[config.mk]
export PLATFORM = sky130hd
export DESIGN_NAME = vga_timing_gen
export DESIGN_NICKNAME = d
export VERILOG_FILES = /design/src/rtl/vga_timing_gen.sv
export SDC_FILE = /design/constraint.sdc
export NUM_CORES = 1
export LEC_CHECK = 0
export ABC_AREA = 1
export BUFFER_PORTS_ARGS = -buffer_cell sky130_fd_sc_hd__buf_2
export CAP_MARGIN = 0
export CORE_ASPECT_RATIO = 2
export CORE_MARGIN = 8
export CORE_UTILIZATION = 40
export DETAILED_ROUTE_END_ITERATION = 10
export PLACE_DENSITY = 0.64
export SYNTH_ARGS = -nofsm -noshare
export SYNTH_HDL_FRONTEND = slang
export SYNTH_SLANG_ARGS = --single-unit
export TNS_END_PERCENT = 10
[constraint.sdc]
create_clock -name clk -period 2.98 [get_ports clk]
set_input_delay 0.149 -clock clk [delete_from_list [all_inputs] [get_ports clk]]
set_output_delay 0.149 -clock clk [all_outputs]
set_load 0.01 [all_outputs]
[src/rtl/vga_timing_gen.sv]
// VGA raster timing generator: divides clk by 4 into a pixel tick and produces counters, strobes and registered sync/colour pins.
// Optional colour-bar test pattern is included when VGA_TESTPAT_EN is defined (adds input testMode).
module vga_timing_gen #(
    parameter int H_TOTAL     = 800,
    parameter int H_SYNC      = 96,
    parameter int H_VIS_START = 144,
    parameter int H_VIS_END   = 783,
    parameter int V_TOTAL     = 525,
    parameter int V_SYNC      = 2,
    parameter int V_VIS_START = 35,
    parameter int V_VIS_END   = 514
) (
    input  logic        clk,
    input  logic        rst,
    input  logic [11:0] rgbIn,
`ifdef VGA_TESTPAT_EN
    input  logic        testMode,
`endif
    output logic        pixClk,
    output logic [9:0]  hCount,
    output logic [9:0]  vCount,
    output logic        bright,
    output logic        lineStart,
    output logic        frameStart,
    output logic [15:0] frameCount,
    output logic        hSync,
    output logic        vSync,
    output logic [11:0] vgaRgb
);

    localparam logic [9:0] H_LAST = 10'(H_TOTAL - 1);
    localparam logic [9:0] V_LAST = 10'(V_TOTAL - 1);
    localparam logic [9:0] H_SW   = 10'(H_SYNC);
    localparam logic [9:0] V_SW   = 10'(V_SYNC);
    localparam logic [9:0] H_VS   = 10'(H_VIS_START);
    localparam logic [9:0] H_VE   = 10'(H_VIS_END);
    localparam logic [9:0] V_VS   = 10'(V_VIS_START);
    localparam logic [9:0] V_VE   = 10'(V_VIS_END);

    logic [1:0]  div_cnt_q, div_cnt_d;
    logic [9:0]  h_cnt_q, h_cnt_d;
    logic [9:0]  v_cnt_q, v_cnt_d;
    logic [15:0] frame_cnt_q, frame_cnt_d;
    logic        h_sync_q, h_sync_d;
    logic        v_sync_q, v_sync_d;
    logic [11:0] rgb_q, rgb_d;
    logic        pe;
    logic        visible;
    logic [11:0] pix_src;

    assign pe      = (div_cnt_q == 2'd3);
    assign visible = (h_cnt_q >= H_VS) && (h_cnt_q <= H_VE) &&
                     (v_cnt_q >= V_VS) && (v_cnt_q <= V_VE);

`ifdef VGA_TESTPAT_EN
    logic [9:0]  bar_col;
    logic [2:0]  bar_idx;
    logic [11:0] bar_rgb;

    // Column offset is only meaningful inside the visible window; outside it the pixel is blanked anyway.
    assign bar_col = h_cnt_q - H_VS;
    assign bar_idx = 3'(bar_col / 10'd80);

    always_comb begin
        bar_rgb = 12'h000;
        case (bar_idx)
            3'd0:    bar_rgb = 12'hFFF;
            3'd1:    bar_rgb = 12'hFF0;
            3'd2:    bar_rgb = 12'h0FF;
            3'd3:    bar_rgb = 12'h0F0;
            3'd4:    bar_rgb = 12'hF0F;
            3'd5:    bar_rgb = 12'hF00;
            3'd6:    bar_rgb = 12'h00F;
            default: bar_rgb = 12'h000;
        endcase
    end

    assign pix_src = testMode ? bar_rgb : rgbIn;
`else
    assign pix_src = rgbIn;
`endif

    always_comb begin
        div_cnt_d   = div_cnt_q + 2'd1;
        h_cnt_d     = h_cnt_q;
        v_cnt_d     = v_cnt_q;
        frame_cnt_d = frame_cnt_q;
        h_sync_d    = h_sync_q;
        v_sync_d    = v_sync_q;
        rgb_d       = rgb_q;
        if (pe) begin
            // Pins sample the counters before they advance, so they trail by one pixel period.
            h_sync_d = (h_cnt_q >= H_SW);
            v_sync_d = (v_cnt_q >= V_SW);
            rgb_d    = visible ? pix_src : 12'h000;
            if (h_cnt_q >= H_LAST) begin
                h_cnt_d = 10'd0;
                if (v_cnt_q >= V_LAST) begin
                    v_cnt_d     = 10'd0;
                    frame_cnt_d = frame_cnt_q + 16'd1;
                end else begin
                    v_cnt_d = v_cnt_q + 10'd1;
                end
            end else begin
                h_cnt_d = h_cnt_q + 10'd1;
            end
        end
    end

    always_ff @(posedge clk or posedge rst) begin
        if (rst) begin
            div_cnt_q   <= 2'd0;
            h_cnt_q     <= 10'd0;
            v_cnt_q     <= 10'd0;
            frame_cnt_q <= 16'd0;
            h_sync_q    <= 1'b1;
            v_sync_q    <= 1'b1;
            rgb_q       <= 12'h000;
        end else begin
            div_cnt_q   <= div_cnt_d;
            h_cnt_q     <= h_cnt_d;
            v_cnt_q     <= v_cnt_d;
            frame_cnt_q <= frame_cnt_d;
            h_sync_q    <= h_sync_d;
            v_sync_q    <= v_sync_d;
            rgb_q       <= rgb_d;
        end
    end

    assign pixClk     = div_cnt_q[1];
    assign hCount     = h_cnt_q;
    assign vCount     = v_cnt_q;
    assign bright     = visible;
    assign lineStart  = (h_cnt_q == 10'd0);
    assign frameStart = (h_cnt_q == 10'd0) && (v_cnt_q == 10'd0);
    assign frameCount = frame_cnt_q;
    assign hSync      = h_sync_q;
    assign vSync      = v_sync_q;
    assign vgaRgb     = rgb_q;

endmodule
# After elaboration in Yosys (flattened, before gate mapping)
# Index checks and enable logic that the tools add are counted.
# Widths: inputs -> output; s select.
word_totals:
  ff_bits: 52
  word_cells: 31
classes:
  n_addsub: 4
  n_lt_le_gt_ge: 8
  n_eq_ne: 1
  n_mux: 3
  reduce_logical: 8
op_table:
  columns: ["operator", "n"]
  rows:
  - ["$add 10x1->10 const B", 2]
  - ["$ge 10x10->1 const B", 2]
  - ["$le 10x10->1 const B", 2]
  - ["$logic_not 10->1", 2]
  - ["$mux 10", 2]
  - ["$add 16x1->16 const B", 1]
  - ["$mux 12", 1]
  - ["$ge 10x2->1 const B", 1]
  - ["$ge 10x6->1 const B", 1]
  - ["$ge 10x7->1 const B", 1]
  - ["$ge 10x8->1 const B", 1]
  - ["$logic_and 1x1->1", 4]
  - ["$reduce_and 3->1", 1]
  - ["$add 2x1->2 const B", 1]
  - ["$eq 2x2->1 const B", 1]
  - ["$reduce_and 2->1", 1]

# Longest topological paths before layout
logic_depth:
  ltp_word: 5
  mapped_depth: 10
  ltp_nobuf: 9

# Least setup slack after synthesis
# Ideal clock, no wire load.
synth_path:
  path_type: "register to register"
  from: "register h_cnt_q[0], in the netlist hCount[0]"
  to: "register frame_cnt_q[10], in the netlist frameCount[10]"
  setup_time_ns: 0.123
  arrival_time_ns: 1.367
  required_time_ns: 2.857
  path_slack_ns: 1.490
  path_stages_with_launch: 9
  path_buffers: 1
  period_less_slack_ns: 1.490
  cell_sequence: "dfrtp_1 -> ha_1 -> nand2_1 -> nor2_4 -> o21bai_4 -> nor2_2 -> buf_4 -> o21ai_0 -> nand2_1"
synth_via:
  elab_chain_cells: 2
synth_rtl:
  columns: ["element", "line_no", "rtl"]
  rows:
  - ["start: declaration", "41", "logic [9:0] h_cnt_q, h_cnt_d;"]
  - ["start signal: assignment", "121", "h_cnt_q <= h_cnt_d;"]
  - ["$ge 10x10->1", "96", "if (h_cnt_q >= H_LAST) begin"]
  - ["$reduce_and 3->1 (no line)", null, null]
  - ["end signal: assignment", "123", "frame_cnt_q <= frame_cnt_d;"]
  - ["end: declaration", "43", "logic [15:0] frame_cnt_q, frame_cnt_d;"]
# Every way passes these cells.
# A chain may end at the register's enable or synchronous reset.

# Final worst setup path
layout_path:
  from: "register v_cnt_q[5], in the netlist vCount[5]"
  to: "output bright"
layout_via:
  elab_chain_cells: 3
layout_rtl:
  columns: ["element", "line_no", "rtl"]
  rows:
  - ["start: declaration", "42", "logic [9:0] v_cnt_q, v_cnt_d;"]
  - ["start signal: assignment", "122", "v_cnt_q <= v_cnt_d;"]
  - ["$ge 10x6->1", "53", "(v_cnt_q >= V_VS) && (v_cnt_q <= V_VE);"]
  - ["$logic_and 1x1->1", "52", "assign visible = (h_cnt_q >= H_VS) && (h_cnt_q <= H_VE) &&"]
  - ["$logic_and 1x1->1 *", "53", null]
  - ["end: declaration", "22", "output logic bright,"]
# Every way passes the cells marked *; elsewhere a longest branch is shown, timed or not.

==> flow_metrics.tcl <==
set metrics [dict create \
    status "finished, final reports clean" \
    grt_pass1_vias 2847 \
    cts_tree "yes" \
    fin_area_um2 3537 \
    synth_area_um2 2990 \
    p_per_area_nw_per_um2 372.2 \
    cts_resized 0 \
    die_area_um2 10670 \
    synth_top_area_cell "dfrtp_1" \
    rsz0062_at_grt "false" \
    critPathRequiredTime_ns 2.83 \
    cp-end-kind "primary output" \
    synth_xor_area_share_pct 3.808 \
    cts.sinks 52 \
    ios 68 \
    antenna_cells 0 \
    cp_max_fo 13 \
    fin_nets 500 \
    postCtsSetupBuffers 0 \
    antenna_found_initial 0 \
    fmax_mhz 482.4 \
    area_delta_synth_final_pct 18.28 \
    setup_ws_ns 0.9071 \
    grt_pass1_wl_um 13480 \
    path_class "flip-flop to primary output" \
    ant_nets 0 \
    initial_utilization_pct 41.15 \
    p_int_uw 1047 \
    grt_max_degree 53 \
    async_flop_share_pct 100.0 \
    dp_cells 564 \
    cts_hold_buf 0 \
    fin_setup_tns_ns 0 \
    drive_gt1_share_pct 19.17 \
    synthTopCellsByArea "dfrtp_1 42%, nand2_1 18%, inv_1 6.4%" \
    finalCritPeriodShare_pct 69.56 \
    setup-violations-final 0 \
    hold_slack_ns 0.1156 \
    vias 2838 \
    clk_path_buf_depth 2 \
    synth-simple-area-share_pct 34.18 \
    ir_worst_vdd_mv 0.2166 \
    pwr-share-clk_pct 44.8 \
    slew_viol_final 0 \
    final_cells 572 \
    via_per_inst 4.962 \
    synthAdderAreaFrac_pct 2.929 \
    yosys-mux-area-fraction_pct 0 \
    yosysMostFrequentCell "nand2_1" \
    yosysSeqAreaShare_pct 43.60 \
    hold_violations 0 \
    min_period_ns 2.073 \
    slowest_stage "dfrtp_1" \
    place_congestion 0.9023 \
    clk_latency_ns 0.29 \
    ys_seq_elements 52 \
    wl_per_cell_um 13.94 \
    arrival_ns 1.92 \
    ys_types 25 \
    syn_avg_cell_area_um2 7.206 \
    drc 0 \
    cp_cell_sequence "inv_1 -> nand2_1 -> nor2_1 -> nand3_1 -> nand3_1 -> nand2_1 -> inv_1 -> buf_2" \
    dr.pass1.iters 6 \
    row_count 44 \
    yosys.area.top_type_share_pct 41.84 \
    clkTransAtPathRegs_ns 0.07 \
    syn_nets 436 \
    p_comb_share_pct 1.6 \
    place_worst_setup_slack_ns 0.9561 \
    yosysWarnings 0 \
    coreArea_um2 7267 \
    synth_top_family_by_area "simple AND/OR/NAND/NOR gates" \
    synthTopCellsByCount "146 x nand2_1, 51 x inv_1, 50 x dfrtp_1, 41 x nor2_1, 34 x nand3_1" \
    die_x_um 77.14 \
    cpPeakStageDelay_ns 0.49 \
    power_switching_uw 269.0 \
    drt-total-wl_um 7973 \
    slew_headroom_pct 28.11 \
    dieHeight_um 138.3 \
    grt_use_total_pct 15.21 \
    netlist_instances 415 \
    synth_ff_type "dfrtp_1" \
    cts_root_buffer "clkbuf_16" \
    cts_max_level 2 \
    drt_iter0_markers 206 \
    dp_hpwl_um 6074 \
    placed_cell_area_um2 3385 \
    cts_made_buffers 5 \
    synth_compound_area_share_pct 6.820 \
    port_buffers 67 \
    tightest_slew_ns 1.077 \
    hp-class "input port to async pin" \
    leakage_uw 0.001978 \
    clock_skew_ns 0.008390 \
    swShare_pct 20.43 \
    grt_overflow 0 \
    synth_edf_count 0 \
    seqPwrFrac_pct 53.6 \
    start_kind "flip-flop" \
    drv_cap 0 \
]
kinds of logic after synthesis:
| logic type | Yosys count |
|---|---|
| adders and majority gates | 7 |
| buffers and inverters | 63 |
| DFF | 52 |
| and+or+nand+nor | 245 |
| AOI/OAI and AO/OA | 35 |
| xor gates and xnor gates | 13 |
layer usage:
layer / vias up / GRT usage [%] / routed length [um]
met3: 27 / 4.286 / 522
met5: - / 0 / 0
met1: 1285 / 15.45 / 3031
met4: 0 / 8.617 / 320
met2: 107 / 26.74 / 4099
li1: 1419 / - / -
power groups by stage:
| stage | clock, uW | sequential (uW) | combinational, uW |
|---|---|---|---|
| after floorplan | 0 | 719 | 10.3 |
| after global placement | 0 | 719 | 22.8 |
| after detailed placement | 0 | 719 | 23.0 |
| after CTS | 612 | 705 | 23.0 |
| after global routing | 642 | 705 | 25.3 |
| final | 589 | 706 | 21.4 |
metrics by stage:
step / utilization [%] / power [uW]
after floorplan: - / 729.3
final: 48.67 / 1316
after detailed placement: 46.57 / 742.0
after CTS: 48.67 / 1341
after global placement: 46.57 / 741.9
after global routing: 48.67 / 1373
critical path, delay by kind of cell (launching register included):
family / cells / cell delay [ns]
flops: 1 / 0.49
buf+inv: 3 / 0.32
simple gates: 5 / 0.81
cell type report:
type                    instances  area (um2)
clock buffers                   6       138.9
multi-input cells             300        1428
flip-flops and latches         52        1304
well taps                      92       115.1
repair buffers                 68       342.8
inverters                      52       195.2
clock inverters                 2       13.76
fillers                       764        3730
placed cells by master (no fill, tap or decap), drive strengths merged:
cell type	count
nor2	48
o21bai	1
clkbuf	6
o21ai	23
xnor2	5
nor3	8
a41oi	1
clkinv	2
inv	52
dfstp	2
ha	7
nand2	148
nand3	34
buf	68
dfrtp	50
nand4	7
xor2	8
a21oi	10
flip-flops by register name, summed over array words and instances (netlist names):
signal      count
vCount         10
div_cnt_q       2
vSync           1
hCount         10
frameCount     16
vgaRgb         12
hSync           1
worst paths after layout:
kind | slack (ns) | from | depth (start not counted) | to
max reg2reg | 0.96 | div_cnt_q[1]$_DFF_PP0_ | 6 | frameCount[10]$_DFFE_PP0P_
max | 0.91 | vCount[5]$_DFFE_PP0P_ | 8 | bright
min in group clk | 0.17 | rgbIn[3] | 5 | vgaRgb[3]$_DFFE_PP0N_
max in group asynchronous | 2.19 | rst | 2 | vCount[0]$_DFFE_PP0P_
min reg2reg | 0.43 | div_cnt_q[0]$_DFF_PP0_ | 1 | div_cnt_q[0]$_DFF_PP0_
min | 0.12 | rst | 2 | frameCount[5]$_DFFE_PP0P_
No activity file was read; power rests on OpenSTA's default activity.
